==> src/rtl/alu_seq_if.sv <==
// Purpose : request/response bundle between the control unit's EX state and
//           the multi-cycle ALU (alu_seq).
// Handshake: the master raises alu_en with alu_op/op_unsigned/op_a/op_b and
//           keeps alu_en high until it has seen the one-cycle alu_valid pulse.
//           The slave samples the request only from idle. alu_result and
//           alu_zero stay stable from alu_valid until the next accept.
//           Lowering alu_en before alu_valid abandons the request.
//           alu_busy is high from the accept edge until the slave is idle again.
// Signals : alu_en, alu_op[4:0], op_unsigned, op_a, op_b  (master -> slave)
//           alu_result, alu_valid, alu_busy, alu_zero     (slave -> master)
interface alu_seq_if #(
  parameter int WIDTH = 32
);
  logic             alu_en;
  logic [4:0]       alu_op;
  logic             op_unsigned;
  logic [WIDTH-1:0] op_a;
  logic [WIDTH-1:0] op_b;
  logic [WIDTH-1:0] alu_result;
  logic             alu_valid;
  logic             alu_busy;
  logic             alu_zero;

  modport master (
    output alu_en, alu_op, op_unsigned, op_a, op_b,
    input  alu_result, alu_valid, alu_busy, alu_zero
  );

  modport slave (
    input  alu_en, alu_op, op_unsigned, op_a, op_b,
    output alu_result, alu_valid, alu_busy, alu_zero
  );
endinterface

==> src/rtl/alu_seq.sv <==
// Purpose : multi-cycle integer ALU for the RV32I multi-cycle core. Fixed
//           two-edge latency for all ops except shifts, which move one bit
//           per cycle (latency 1+shamt edges).
// Ports   : clk          - clock, posedge
//           rst          - synchronous, active-high reset
//           bus          - alu_seq_if.slave request/response bundle
//           o_dbg_state  - current FSM state (0 IDLE, 1 EXEC, 2 SHIFT, 3 HOLD)
module alu_seq #(
  parameter int WIDTH = 32
) (
  input  logic       clk,
  input  logic       rst,
  alu_seq_if.slave   bus,
  output logic [1:0] o_dbg_state
);

  typedef enum logic [1:0] {
    S_IDLE  = 2'd0,
    S_EXEC  = 2'd1,
    S_SHIFT = 2'd2,
    S_HOLD  = 2'd3
  } state_t;

  localparam logic [4:0] OP_ADD   = 5'b00001;
  localparam logic [4:0] OP_SUB   = 5'b00011;
  localparam logic [4:0] OP_SLT   = 5'b00101;
  localparam logic [4:0] OP_AND   = 5'b01010;
  localparam logic [4:0] OP_OR    = 5'b01100;
  localparam logic [4:0] OP_XOR   = 5'b01101;
  localparam logic [4:0] OP_SLL   = 5'b01110;
  localparam logic [4:0] OP_SRL   = 5'b01111;
  localparam logic [4:0] OP_SRA   = 5'b10000;
  localparam logic [4:0] OP_ADDR  = 5'b11000;
  localparam logic [4:0] OP_PASSB = 5'b11001;
  localparam logic [4:0] OP_AUIPC = 5'b11010;
  localparam logic [4:0] OP_JAL   = 5'b11011;

  state_t           r_state;
  logic [4:0]       r_op;
  logic             r_uns;
  logic [WIDTH-1:0] r_a;
  logic [WIDTH-1:0] r_b;
  logic [WIDTH-1:0] r_work;
  logic [4:0]       r_count;
  logic [WIDTH-1:0] r_result;
  logic             r_valid;
  logic             r_busy;
  logic             r_zero;

  logic             w_is_shift_in;
  logic             w_lt;
  logic [WIDTH-1:0] w_exec_result;
  logic [WIDTH-1:0] w_shift_step;

  assign w_is_shift_in = (bus.alu_op == OP_SLL) || (bus.alu_op == OP_SRL) ||
                         (bus.alu_op == OP_SRA);

  assign w_lt = r_uns ? (r_a < r_b) : ($signed(r_a) < $signed(r_b));

  always_comb begin
    w_exec_result = '0;
    case (r_op)
      OP_ADD, OP_ADDR, OP_AUIPC, OP_JAL: w_exec_result = r_a + r_b;
      OP_SUB:   w_exec_result = r_a - r_b;
      OP_SLT:   w_exec_result = {{(WIDTH-1){1'b0}}, w_lt};
      OP_AND:   w_exec_result = r_a & r_b;
      OP_OR:    w_exec_result = r_a | r_b;
      OP_XOR:   w_exec_result = r_a ^ r_b;
      // Shifts only reach EXEC with a zero shift amount.
      OP_SLL, OP_SRL, OP_SRA: w_exec_result = r_a;
      OP_PASSB: w_exec_result = r_b;
      default:  w_exec_result = '0;
    endcase
  end

  always_comb begin
    w_shift_step = r_work;
    case (r_op)
      OP_SLL:  w_shift_step = {r_work[WIDTH-2:0], 1'b0};
      OP_SRL:  w_shift_step = {1'b0, r_work[WIDTH-1:1]};
      OP_SRA:  w_shift_step = {r_work[WIDTH-1], r_work[WIDTH-1:1]};
      default: w_shift_step = r_work;
    endcase
  end

  always_ff @(posedge clk) begin
    if (rst) begin
      r_state  <= S_IDLE;
      r_op     <= '0;
      r_uns    <= 1'b0;
      r_a      <= '0;
      r_b      <= '0;
      r_work   <= '0;
      r_count  <= '0;
      r_result <= '0;
      r_valid  <= 1'b0;
      r_busy   <= 1'b0;
      r_zero   <= 1'b0;
    end else begin
      case (r_state)
        S_IDLE: begin
          r_valid <= 1'b0;
          if (bus.alu_en) begin
            r_op   <= bus.alu_op;
            r_uns  <= bus.op_unsigned;
            r_a    <= bus.op_a;
            r_b    <= bus.op_b;
            r_busy <= 1'b1;
            if (w_is_shift_in && (bus.op_b[4:0] != 5'd0)) begin
              r_work  <= bus.op_a;
              r_count <= bus.op_b[4:0];
              r_state <= S_SHIFT;
            end else begin
              r_state <= S_EXEC;
            end
          end
        end
        S_EXEC: begin
          if (!bus.alu_en) begin
            r_state <= S_IDLE;
            r_busy  <= 1'b0;
          end else begin
            r_result <= w_exec_result;
            r_zero   <= (w_exec_result == '0);
            r_valid  <= 1'b1;
            r_state  <= S_HOLD;
          end
        end
        S_SHIFT: begin
          if (!bus.alu_en) begin
            r_state <= S_IDLE;
            r_busy  <= 1'b0;
            r_count <= '0;
          end else begin
            r_work  <= w_shift_step;
            r_count <= r_count - 5'd1;
            // Last step: publish the shifted value in the same edge.
            if (r_count == 5'd1) begin
              r_result <= w_shift_step;
              r_zero   <= (w_shift_step == '0);
              r_valid  <= 1'b1;
              r_state  <= S_HOLD;
            end
          end
        end
        S_HOLD: begin
          r_valid <= 1'b0;
          // A request still held high here is the one just served.
          if (!bus.alu_en) begin
            r_state <= S_IDLE;
            r_busy  <= 1'b0;
          end
        end
        default: begin
          r_state <= S_IDLE;
          r_busy  <= 1'b0;
          r_valid <= 1'b0;
        end
      endcase
    end
  end

  assign bus.alu_result = r_result;
  assign bus.alu_valid  = r_valid;
  assign bus.alu_busy   = r_busy;
  assign bus.alu_zero   = r_zero;
  assign o_dbg_state    = r_state;

endmodule

==> src/flat_wrapper.sv <==
// flat-port wrapper written by rule: the top's interface ports become plain ports
module alu_seq_flat 
#(
  parameter int WIDTH = 32
)
  (clk, rst, o_dbg_state, bus_alu_en, bus_alu_op, bus_op_unsigned, bus_op_a, bus_op_b, bus_alu_result, bus_alu_valid, bus_alu_busy, bus_alu_zero);
  alu_seq_if #(.WIDTH(WIDTH)) bus_i ();
  input  logic clk;
  input  logic rst;
  output logic [1:0] o_dbg_state;
  input wire logic [$bits(bus_i.alu_en)-1:0] bus_alu_en;
  input wire logic [$bits(bus_i.alu_op)-1:0] bus_alu_op;
  input wire logic [$bits(bus_i.op_unsigned)-1:0] bus_op_unsigned;
  input wire logic [$bits(bus_i.op_a)-1:0] bus_op_a;
  input wire logic [$bits(bus_i.op_b)-1:0] bus_op_b;
  output wire logic [$bits(bus_i.alu_result)-1:0] bus_alu_result;
  output wire logic [$bits(bus_i.alu_valid)-1:0] bus_alu_valid;
  output wire logic [$bits(bus_i.alu_busy)-1:0] bus_alu_busy;
  output wire logic [$bits(bus_i.alu_zero)-1:0] bus_alu_zero;
  assign bus_i.alu_en = bus_alu_en;
  assign bus_i.alu_op = bus_alu_op;
  assign bus_i.op_unsigned = bus_op_unsigned;
  assign bus_i.op_a = bus_op_a;
  assign bus_i.op_b = bus_op_b;
  assign bus_alu_result = bus_i.alu_result;
  assign bus_alu_valid = bus_i.alu_valid;
  assign bus_alu_busy = bus_i.alu_busy;
  assign bus_alu_zero = bus_i.alu_zero;
  alu_seq #(.WIDTH(WIDTH)) u_core (.clk(clk), .rst(rst), .bus(bus_i), .o_dbg_state(o_dbg_state));
endmodule
==> config.mk <==
export PLATFORM = sky130hd
export DESIGN_NAME = alu_seq_flat
export DESIGN_NICKNAME = d
export VERILOG_FILES = /design/src/rtl/alu_seq_if.sv /design/src/rtl/alu_seq.sv /design/src/flat_wrapper.sv
export SDC_FILE = /design/constraint.sdc
export NUM_CORES = 1
export LEC_CHECK = 0
export CORE_ASPECT_RATIO = 1.5
export CORE_UTILIZATION = 42
export DETAILED_ROUTE_END_ITERATION = 6
export PLACE_DENSITY = 0.64
export SLEW_MARGIN = 20
export SYNTH_ARGS = -nofsm -noshare
export SYNTH_HDL_FRONTEND = slang
export SYNTH_SLANG_ARGS = --single-unit
export TNS_END_PERCENT = 5
==> constraint.sdc <==
create_clock -name clk -period 4.28 [get_ports clk]
set_clock_uncertainty 0.2 [all_clocks]
set_input_delay 0.642 -clock clk [delete_from_list [all_inputs] [get_ports clk]]
set_output_delay 0.642 -clock clk [all_outputs]
set_load 0.02 [all_outputs]
======== Word-level counts from Yosys, hierarchy flattened ========
Cells that the tools add are included.
word-level totals
  bits of input ports ..................... 73
  register bits ........................... 144
operators by class
  eq/ne operators ......................... 28
  $add $sub $neg .......................... 3
  $lt $le $gt $ge ......................... 2
  bitwise logic cells ..................... 3
  reduce and logical (&&, ||, !) cells .... 20
  muxes and demuxes ....................... 32
operator list
  kind                                                 number
  case mux 32 bit (8 select lines)                     1
  2-to-1 mux 32 bit                                    6
  case mux 32 bit (2 select lines)                     2
  case mux 32 bit (3 select lines)                     1
  logical NOT 32 bit                                   2
  less-than comparator 32 bit                          2
  equality test 5 x 4 -> 1 bit, second input constant  7
  adder 32 bit                                         1
  AND 32 bit                                           1
  OR 32 bit                                            1
  subtractor 32 bit                                    1
  XOR 32 bit                                           1
  equality test 5 bit, second input constant           6
  2-to-1 mux 5 bit                                     3
  2-to-1 mux 2 bit                                     6
  equality test 5 x 1 -> 1 bit, second input constant  2
  != test 2 bit, second input constant                 5
  case mux 5 bit (2 select lines)                      1
  AND reduction 3 bit                                  3
  2-to-1 mux 1 bit                                     8
  case mux 2 bit (4 select lines)                      1
  AND reduction 4 bit                                  2
  OR reduction 3 bit                                   2
  equality test 5 x 2 -> 1 bit, second input constant  1
  16 further kinds                                     22

======== Depth between registers and ports, before layout ========
  depth after elaboration ................. 7
  gate-level depth with buffers ........... 15
  gate-level depth less buffers ........... 15

======== Worst setup path before layout ========
Ideal clock, no wire load.
  kind .................................... register to register
  start ................................... register u_core.r_b[1]
  end ..................................... register u_core.r_zero (netlist: u_core.bus.alu_zero)
  path buffers ............................ 0
  setup slack ............................. 0.589 ns
  stages on the path, launching flop included .. 14
  data required time ...................... 4.021 ns
  setup time .............................. 0.059 ns
  arrival time ............................ 3.432 ns
  path through ............................ dfxtp_1 -> inv_1 -> ha_1 -> nor2_1 -> o311ai_1 -> nand2_1 -> xnor2_1 -> a221o_1 -> or4_1 -> or4b_1 -> nor4_1 -> nand4_1 -> nor4_2 -> a31o_1
on the way
  cells in the longest elaborated chain, start to end .. 6
  elaborated cells on any way between the ends .. 12
RTL lines
  what                                  RTL line        source
  start, declared                       alu_seq.sv:42   logic [WIDTH-1:0] r_b;
  start signal, assigned                alu_seq.sv:107  r_b <= bus.op_b;
  less-than comparator 32 bit           alu_seq.sv:58   assign w_lt = r_uns ? (r_a < r_b) : ($signed(r_a) < $signed(r_b));
  2-to-1 mux 1 bit                      alu_seq.sv:58
  case mux 32 bit (8 select lines) (*)  alu_seq.sv:62   case (r_op)
  logical NOT 32 bit (*)                alu_seq.sv:124  r_zero <= (w_exec_result == '0);
  2-to-1 mux 1 bit (*)                  alu_seq.sv:119  if (!bus.alu_en) begin
  case mux 1 bit (2 select lines) (*)   alu_seq.sv:100  case (r_state)
  end signal, assigned                  alu_seq.sv:124
  end signal, assigned                  alu_seq.sv:140  r_zero <= (w_shift_step == '0);
  end, declared                         alu_seq.sv:48   logic r_zero;
Every way passes the cells marked *; elsewhere a longest branch is shown, timed or not. The select of a mux whose other input is x is not followed.
A chain may end at the register's enable or synchronous reset.

======== Final worst setup path ========
  start ................................... register u_core.r_a[1]
  end ..................................... register u_core.r_zero (netlist: u_core.bus.alu_zero)
on the way
  cells in the longest elaborated chain, start to end .. 6
  elaborated cells on any way between the ends .. 12
RTL lines
  what                                  RTL line        source
  start, declared                       alu_seq.sv:41   logic [WIDTH-1:0] r_a;
  start signal, assigned                alu_seq.sv:106  r_a <= bus.op_a;
  less-than comparator 32 bit           alu_seq.sv:58
  2-to-1 mux 1 bit                      alu_seq.sv:58
  case mux 32 bit (8 select lines) (*)  alu_seq.sv:62
  logical NOT 32 bit (*)                alu_seq.sv:124
  2-to-1 mux 1 bit (*)                  alu_seq.sv:119
  case mux 1 bit (2 select lines) (*)   alu_seq.sv:100
Marked as above.

==> flow_summary.rst <==
.. list-table::
   :header-rows: 1

   * - Metric
     - Value
   * - Clock Tree Root
     - sky130_fd_sc_hd__clkbuf_16
   * - Number of standard cells after synthesis
     - roughly 1.7k
   * - Headroom to the max-slew limit
     - between 30% and 40%
   * - Worst Path Max Fanout
     - 5
   * - Detailed-route wire length per cell
     - about 22 um
   * - Die Ht
     - about 210 um
   * - GRT Total Usage
     - 32.2%
   * - Worst Hold Slack
     - 0.252 ns
   * - Most common library cell in the layout ignoring fill and taps
     - sky130_fd_sc_hd__nand2_1
   * - CTS tree
     - yes
   * - Number of global-route vias before repair
     - roughly 13k
   * - Final-report max-slew violation count
     - 0
   * - Cell row count
     - between 70 and 80
   * - Pleak
     - ~5.3 nW
   * - Type of the worst min-delay path
     - flop to flop
   * - Hold Vio Cnt, Final
     - 0
   * - Final setup viols
     - 0
   * - Number of different library cells in the post-synthesis netlist
     - 89
   * - Core area
     - roughly 0.028 sq mm
   * - Final setup slack of the worst path
     - around 0.17 ns
   * - Max Clock Freq
     - around 0.24 GHz
   * - Final net count
     - around 2k
   * - Synth Area per Inst
     - 7.16 sq um
   * - Initial antenna violation count
     - 2
   * - Routed vias
     - roughly 13k
   * - Fraction of registers with async set/reset
     - 0%
   * - Total wire length
     - 47.1 mm
   * - Yosys reg bits
     - about 140
   * - Required time at the worst-slack endpoint
     - 4.50 ns
   * - Pwr dens
     - between 400 and 500 mW/mm^2
   * - Summed instance area of the synthesized netlist
     - ~0.012 sq mm
   * - Global-route congestion overflow total
     - 0
   * - Setup TNS
     - 0 ns
   * - Result of the run
     - finished, violations left
   * - WHS Path Cells
     - 2
   * - Overall power consumption
     - 5.97 mW
   * - Top library cells by usage in the layout, fill and taps aside
     - sky130_fd_sc_hd__nand2_1 (312), sky130_fd_sc_hd__a21oi_1 (213), sky130_fd_sc_hd__dfxtp_1 (144)
   * - Antenna cell count
     - 0
   * - Number of filler instances in the final layout
     - between 2k and 3k
   * - Placed insts
     - 2,086
   * - Antenna viol nets, final
     - 0
   * - Post-Synthesis Net Count
     - 1,869
   * - Violations in the final reports
     - DRC
   * - Final RePlAce weighted congestion
     - about 1.0
   * - Fin crit period
     - approximately 4 ns
   * - Area enclosed by the die boundary
     - 0.0294 sq mm
   * - Detailed-placement wirelength estimate
     - about 35 mm
   * - Number of detailed-routing iterations run before antenna repair
     - 7
   * - Largest net degree at the start of global routing
     - roughly 100
   * - Via density per instance
     - about 6.3
   * - DRC marker count from the first detailed-route iteration
     - approximately 1.2k
   * - Crit-path cells
     - inv_1 -> ha_1 -> nor2_1 -> o311ai_2 -> nand2_1 -> xnor2_1 -> a221o_1 -> or4_1 -> or4b_1 -> nor4_1 -> nand4_1 -> nor4_2 -> a31o_1
   * - Bufs on Longest Clock Path
     - 2
   * - Kind of capture point of the worst setup path
     - flop
   * - Insertion delay to the later sink of the worst-skew pair
     - 0.47 ns
   * - Initial Util
     - 43.0%
   * - Number of non-filler instances in the completed layout
     - ~2.1k
   * - Share of cells above drive strength 1
     - approximately 8.5%
   * - Clock slew seen by the registers of the worst setup and hold paths
     - about 0.08 ns
   * - Part of the Yosys area used for sequential elements
     - about a quarter
   * - Port buffer count
     - ~110
   * - CP startpoint kind
     - flop
   * - Number of flops mapped to enable cells by yosys
     - 0
   * - Worst slack, placed
     - around 0.073 ns
   * - Signal arrival time at the worst endpoint
     - ~4.3 ns
   * - R2r worst-path depth
     - 13
   * - Setup CP Type
     - flop to flop
   * - Main flop type after synthesis
     - sky130_fd_sc_hd__dfxtp_1
   * - CTS hold repair buffers
     - 0
   * - Peak VDD IR
     - approximately 0.57 mV
   * - Fraction of the cycle the final worst path needs
     - 96.1%
   * - Setup repair after global routing missed its margin
     - no
   * - Area Growth Syn to Fin
     - 19.3%
   * - Horiz. Die Dim
     - ~140 um
   * - Wire length of the first global-routing pass
     - around 73 mm
   * - CP max stage cell
     - sky130_fd_sc_hd__or4_1
   * - Critical hold path startpoint
     - u_core.bus.alu_result[25]
   * - TritonCTS Sinks
     - 144
   * - Reg-to-reg startpoint
     - u_core.r_a[1]
   * - Slowest Stage Delay on Critical Path
     - roughly 0.53 ns
   * - Worst setup path start
     - u_core.r_a[1]
   * - I/O Pins
     - 110
   * - Number of levels in the clock H-tree
     - 4
   * - Max_cap viols
     - 0
   * - Pin slew with the least headroom to its limit
     - around 1 ns
   * - Num CTS Buffers
     - 17
   * - Count of unresolved DRC violations after routing
     - 12
   * - Number of warning messages in the yosys log
     - 0
worst max-delay path, delay by kind of cell (launching register included):
family,cells,cell delay (ns)
AOI/OAI and AO/OA,3,0.98
xor gates and xnor gates,1,0.14
adders and majority gates,1,0.32
buffers and inverters,1,0.07
DFF,1,0.43
and+or+nand+nor,7,1.94
what timing repair did:
item / in CTS / in global routing
setup buffers: 0 / 1
resized for setup: 0 / 14
endpoints found under the hold margin: 0 / 0
endpoints found under the setup margin: 0 / 3
metrics by stage:
stage	area, sq um	utilization, %
after floorplan	12100	-
after global placement	13700	49.0
after detailed placement	13700	49.0
after CTS	14300	51.0
after global routing	14400	51.3
final	14400	51.3
Yosys cell counts, drive strengths merged, types with 6 or more instances:
library cell | number | area (sq um)
nand2 | 313 | 1170
a21oi | 215 | 1080
dfxtp | 144 | 2880
inv | 111 | 417
ha | 110 | 1380
clkbuf | 93 | 349
o211ai | 73 | 548
nor2 | 70 | 265
o21ai | 56 | 280
nand3 | 38 | 190
a222oi | 32 | 320
buf | 31 | 148
nor3 | 31 | 155
a211oi | 27 | 203
nand2b | 22 | 138
a22oi | 18 | 135
nor4 | 17 | 113
a31oi | 16 | 100
nand4 | 16 | 100
nor2b | 15 | 93.8
o22ai | 15 | 93.8
a221oi | 12 | 111
a21o | 11 | 82.6
o31ai | 9 | 67.6
a221o | 8 | 80.1
and2 | 8 | 50.1
mux2i | 8 | 80.1
o211a | 8 | 80.1
o21a | 8 | 60.1
o21bai | 8 | 60.1
or3 | 8 | 50.1
o2111ai | 7 | 61.3
or2 | 7 | 46.3
xnor2 | 7 | 61.3
a22o | 6 | 53.8
and3 | 6 | 37.5
o221ai | 6 | 52.6
o311ai | 6 | 60.1
flip-flops by register name, summed over array words and instances, names as in the netlist:
signal                 count
u_core.r_work             32
u_core.bus.alu_busy        1
u_core.bus.alu_zero        1
u_core.r_b                32
u_core.bus.alu_valid       1
u_core.r_count             5
u_core.o_dbg_state         2
u_core.r_op                5
u_core.bus.alu_result     32
u_core.r_a                32
u_core.r_uns               1
cells by family after synthesis:
group           Yosys count  synth area share, %
compound gates          596                 33.4
simple gates            577                 21.8
buf+inv                 236                 7.61
flops                   144                 23.9
fa+ha+maj               112                 11.7
xor+xnor                 10                0.726
mux                       9                0.758
report_power, final:
| part | switching [mW] | total (mW) | internal, mW | leakage [nW] |
|---|---|---|---|---|
| combinational | 1.76 | 2.79 | 1.03 | 3.84 |
| clock | 0.684 | 1.51 | 0.821 | 0.277 |
| sequential | 0.170 | 1.67 | 1.50 | 1.17 |
| total | 2.62 | 5.97 | 3.35 | 5.29 |
worst paths after layout:
path / slack (ns) / to
worst min register to register: 0.25 / u_core.bus.alu_result[25]
worst min-delay path: 0.25 / u_core.bus.alu_result[25]
worst max-delay path: 0.17 / u_core.bus.alu_zero
worst max register to register: 0.17 / u_core.bus.alu_zero
metal layers:
metal | GRT usage (%) | share of wire [%]
met3 | 5.13 | 7.0
met2 | 55.5 | 48
met5 | 0 | 0.047
met4 | 17.6 | 5.1
met1 | 38.1 | 40
cell type report:
| type | count | area [sq um] | share of cell area [%] |
|---|---|---|---|
| Multi-Input combinational cell | 1304 | 8400 | 58.4 |
| Sequential cell | 144 | 2880 | 20.0 |
| Timing Repair Buffer | 181 | 1680 | 11.7 |
| Clock buffer | 18 | 439 | 3.05 |
| Tap cell | 346 | 433 | 3.01 |
| Inverter | 112 | 420 | 2.92 |
| Clock inverter | 14 | 130 | 0.905 |
(Power assumes the default switching activity.)
==> patch 1 (same flow settings) <==
`WIDTH` is set to 32 in 3 places; all go to 16.
--- a/src/rtl/alu_seq_if.sv
+++ b/src/rtl/alu_seq_if.sv
@@ -9,7 +9,7 @@
 // Signals : alu_en, alu_op[4:0], op_unsigned, op_a, op_b  (master -> slave)
 //           alu_result, alu_valid, alu_busy, alu_zero     (slave -> master)
 interface alu_seq_if #(
-  parameter int WIDTH = 32
+  parameter int WIDTH = 16
 );
   logic             alu_en;
   logic [4:0]       alu_op;
--- a/src/rtl/alu_seq.sv
+++ b/src/rtl/alu_seq.sv
@@ -6,7 +6,7 @@
 //           bus          - alu_seq_if.slave request/response bundle
 //           o_dbg_state  - current FSM state (0 IDLE, 1 EXEC, 2 SHIFT, 3 HOLD)
 module alu_seq #(
-  parameter int WIDTH = 32
+  parameter int WIDTH = 16
 ) (
   input  logic       clk,
   input  logic       rst,
--- a/src/flat_wrapper.sv
+++ b/src/flat_wrapper.sv
@@ -1,7 +1,7 @@
 // flat-port wrapper written by rule: the top's interface ports become plain ports
 module alu_seq_flat 
 #(
-  parameter int WIDTH = 32
+  parameter int WIDTH = 16
 )
   (clk, rst, o_dbg_state, bus_alu_en, bus_alu_op, bus_op_unsigned, bus_op_a, bus_op_b, bus_alu_result, bus_alu_valid, bus_alu_busy, bus_alu_zero);
   alu_seq_if #(.WIDTH(WIDTH)) bus_i ();
Ports: changed (resized bus_alu_result, bus_op_a and bus_op_b); port bits go from 110 to 62. No check against the original RTL was run, so the function may have changed too.
==> patch 1 against the unedited design <==
  * Worst setup slack improved by 0.43 ns
  * Power down 49%
  * Global-route usage is 4.4 points lower
  * Synthesized area shrank 46%
  * Routed wire length decreased by 53%
  * Sequential cell count fell by 64
  * Maximum frequency increased by 12%
  * First-iteration DRC count shrank 62%
  * Combinational power shrank 54%
  * Design area fell by 48%
==> patch 1: results (changes against the unedited design) <==
* Outcome: completed
* CP max stage cell: o311ai_0
* Worst r2r src: u_core.r_a[0]$_SDFFE_PP0P_
* Layout area overhead at 16.1%
* Buffers on Ports at 61 (-44%)
* Top cells by count, synth: 153 x nand2_1, 102 x a21oi_1, 80 x dfxtp_1
* CTS H-tree lvls at 3 (-1)
* First-pass GRT wire length at 35,100 um (-52%)
* Vias in the first global route at 6,632 (-50%)
* Ys Warns at 0 (unchanged)
* Critical path's top delay family: compound AO/OA/AOI/OAI gates
* Initial antenna violation count at 0 (-2)
* CTS resizes at 0 (unchanged)
* Syn Nets at 988 (-47%)
* Filler Cells Inserted at 1,505 (-47%)
* P_leak at 2.79 nW (-47%)
* Register area share after synthesis at 24.7% (+0.75 points)
* Via count at 6,856 (-49%)
* Reg-to-reg setup timing slack at 0.60 ns (+0.43 ns)
* Drt first pass iters at 5 (-2)
* Inst Count DP at 1,099 (-47%)
* Share of cells above drive strength 1 at 5.35% (-3.2 points)
* Dominant cells by area after synthesis: dfxtp_1 25%, ha_1 12%, nand2_1 8.8%, a21oi_1 7.9%, o211ai_1 3.7%
* Non-Filler Instances at 1,115 (-47%)
* GRT Total Usage at 27.9% (-4.4 points)
* NumNets Final at 1,014 (-48%)
* CP startpoint kind: flop
* Post-DP Area at 7240 um^2 (-47%)
* Initial DRC count at 462 (-62%)
* Critical path fanouts, max at 3 (-2)
* Largest net degree at the start of global routing at 79 (-22%)
* Syn Inst Count at 885 (-47%)
* CP peak stage delay at 0.68 ns (+0.15 ns)
* Critical Path AT at 3.78 ns (-0.55 ns)
* Fraction of registers with async set or reset after synthesis at 0% (unchanged)
* Final HPWL DP at 16,400 um (-53%)
* Num CTS Buffers at 9 (-8)
* RD Place Congestion at 0.945 (-5.3%)
* VDD IR max at 0.000261 V (-54%)
* Netlist cell types at 74 (-17%)
* WL final at 22,300 um (-53%)
* Start point of the worst hold path: u_core.bus.alu_result[5]$_SDFFE_PP0P_
* Worst-Skew Late Latency at 0.35 ns (-0.12 ns)
* Worst relative slew slack at 28.8% (-5.4 points)
-- patch 1: cell types whose count changed in the layout (fill, tap and decap cells not counted), sizes merged, moves of 50 or more --
| cell | change |
|---|---|
| nand2 | -160 |
| a21oi | -113 |
| dfxtp | -64 |
| inv | -59 |
| buf | -57 |
| ha | -50 |
-- patch 1: cell families (layout without fill, tap and decap cells) --
| group | after synthesis | count (layout) | share of synthesized area, % |
|---|---|---|---|
| fa+ha+maj | 62 | 62 | 12.2 |
| simple gates | 320 | 320 | 23.4 |
| xor+xnor | 6 | 6 | 0.809 |
| buf+inv | 115 | 146 | 6.84 |
| compound gates | 297 | 297 | 31.2 |
| mux | 5 | 5 | 0.848 |
| flops | 80 | 80 | 24.7 |
-- patch 1: area by class of cell --
class	instances	share of cell area (%)
clock buffer	10	3.04
clock inverter	6	0.897
inverter	54	2.69
multi-input combinational	690	59.3
sequential	80	21.3
tap	199	3.30
timing repair buffer	76	9.53
-- patch 1: layer usage --
metal	share of wire, %	global-route usage (%)
met3	5.3	4.00
met4	4.8	14.8
met2	51	50.5
met5	0	0
met1	39	31.4
-- patch 1: how the worst min path moves through the flow --
stage,to,cells after the start
2_1_floorplan,u_core.r_work[0]$_SDFFE_PP0P_,2
3_3_place_gp,u_core.bus.alu_result[5]$_SDFFE_PP0P_,2
3_5_place_dp,u_core.bus.alu_result[5]$_SDFFE_PP0P_,2
4_1_cts,u_core.bus.alu_result[5]$_SDFFE_PP0P_,2
5_1_grt,u_core.bus.alu_result[10]$_SDFFE_PP0P_,2
6_report,u_core.bus.alu_result[5]$_SDFFE_PP0P_,2
-- patch 1: power breakdown --
part	internal [mW]	total [mW]	switching, mW
combinational	0.491	1.29	0.802
clock	0.456	0.807	0.351
sequential	0.839	0.955	0.116
total	1.79	3.06	1.27
-- patch 1: stage by stage --
step | setup slack (ns) | hold slack [ns]
after floorplan | 1.23 | 0.240
after CTS | 0.663 | 0.255
after global placement | 0.713 | 0.238
final | 0.600 | 0.256
after detailed placement | 0.667 | 0.245
after global routing | 0.237 | 0.270
-- patch 1: worst reg2reg max path: stages, from the launching register on --
cell	delay, ns
dfxtp_1	0.33
inv_1	0.11
ha_1	0.19
inv_1	0.06
fa_1	0.40
nor2b_1	0.16
o21ai_0	0.25
nand3b_1	0.17
o311ai_0	0.68
o21ai_0	0.27
o32ai_1	0.19
nand4b_1	0.16
nor4_1	0.31
a22o_1	0.16
==> patch 2 (same settings) <==
Without the edit above. Register the output `o_dbg_state` once more, with the module's reset; this adds one clock of latency there. The other outputs are not delayed to match.
--- a/src/rtl/alu_seq.sv
+++ b/src/rtl/alu_seq.sv
@@ -164,7 +164,13 @@
   assign bus.alu_valid  = r_valid;
   assign bus.alu_busy   = r_busy;
   assign bus.alu_zero   = r_zero;
-  assign o_dbg_state    = r_state;
+  always_ff @(posedge clk) begin
+    if (rst) begin
+      o_dbg_state <= '0;
+    end else begin
+      o_dbg_state <= r_state;
+    end
+  end
 
 endmodule
 
Check against the original RTL: not equivalent (a bounded check fails within 4 cycles, from zero or initial values and one cycle with rst high).
==> patch 2 against the unedited design <==
  * Sequential cell count is 2 higher
  * Power grew 5.9%
  * Via count rose by 7.3%
  * Global-route usage up 2.6 points
  * Synthesized area grew 2.7%
  * Sequential share of layout area down 1.6 points
  * Routed wire length is 12% higher
  * Worst setup slack got worse by 0.079 ns
  * Utilization grew 4.0 points
  * Design area rose by 11%
  * Critical path type unchanged
==> patch 2: results (changes against the unedited design) <==
* WL final at 52,700 um (+12%)
* GRT Total Usage at 34.9% (+2.6 points)
* CP max stage cell: or4_4
* Compound-Gate Fraction of Synth Area at 32.7% (-0.76 points)
* RD Place Congestion at 1.03 (+3.6%)
* Initial DRC count at 1,300 (+6.9%)
* Worst relative slew slack at 26.9% (-7.3 points)
* FFs & Latches at 146 (+1.4%)
* Met2 wire length at 25,800 um (+14%)
* Critical Path AT at 4.38 ns (+0.05 ns)
* WL per Instance at 22.6 um (+1.7%)
* Diodes inserted at 1 (+1)
* N_taps at 390 (+13%)
* CTS resizes at 14 (+14)
* Max layer used: met4
* Clock Buffer Count at 21 (+3)
* Total setup buffers inserted after CTS at 2 (+2)
* Clk cell area share at 3.94% (-0.018 points)
* Share of cells above drive strength 1 at 15.8% (+7.3 points)
* Multi-input logic area at 8960 um^2 (+6.7%)
* FF/Latch Area at 2930 um^2 (+1.6%)
* P_leak at 6.09 nW (+15%)
* Critical path fanouts, max at 4 (-1)
* Setup WS pre-CTS at -0.227 ns (-0.299 ns)
* Syn Inst Count at 1,738 (+3.2%)
* Outcome: completed
* Top cells by count, synth: 310 x nand2_1, 227 x a21oi_1, 146 x dfxtp_1
* Wl on met1 at 20,800 um (+12%)
* Met2 usage at 60.5% (+4.9 points)
* Syn Nets at 1,923 (+2.9%)
* Met1 GRT Util at 42.2% (+4.1 points)
* Multi-input gates at 1,363 (+4.5%)
[patch 2: changes by cell type after synthesis, sizes merged, moves of 9 or more]
cell | before | now
nand2b | 22 | 10
nor2 | 70 | 107
clkbuf | 93 | 102
inv | 111 | 102
a21o | 11 | 20
a21oi | 215 | 228
nand3 | 38 | 47
[patch 2: path summary, 6_finish.rpt]
kind / slack [ns] / endpoint / from
max reg2reg: 0.09 / u_core.bus.alu_zero$_SDFFE_PP0P_ / u_core.r_b[0]$_SDFFE_PP0P_
min reg2reg: 0.25 / u_core.bus.alu_result[28]$_SDFFE_PP0P_ / u_core.bus.alu_result[28]$_SDFFE_PP0P_
min: 0.25 / u_core.bus.alu_result[28]$_SDFFE_PP0P_ / u_core.bus.alu_result[28]$_SDFFE_PP0P_
max: 0.09 / u_core.bus.alu_zero$_SDFFE_PP0P_ / u_core.r_b[0]$_SDFFE_PP0P_
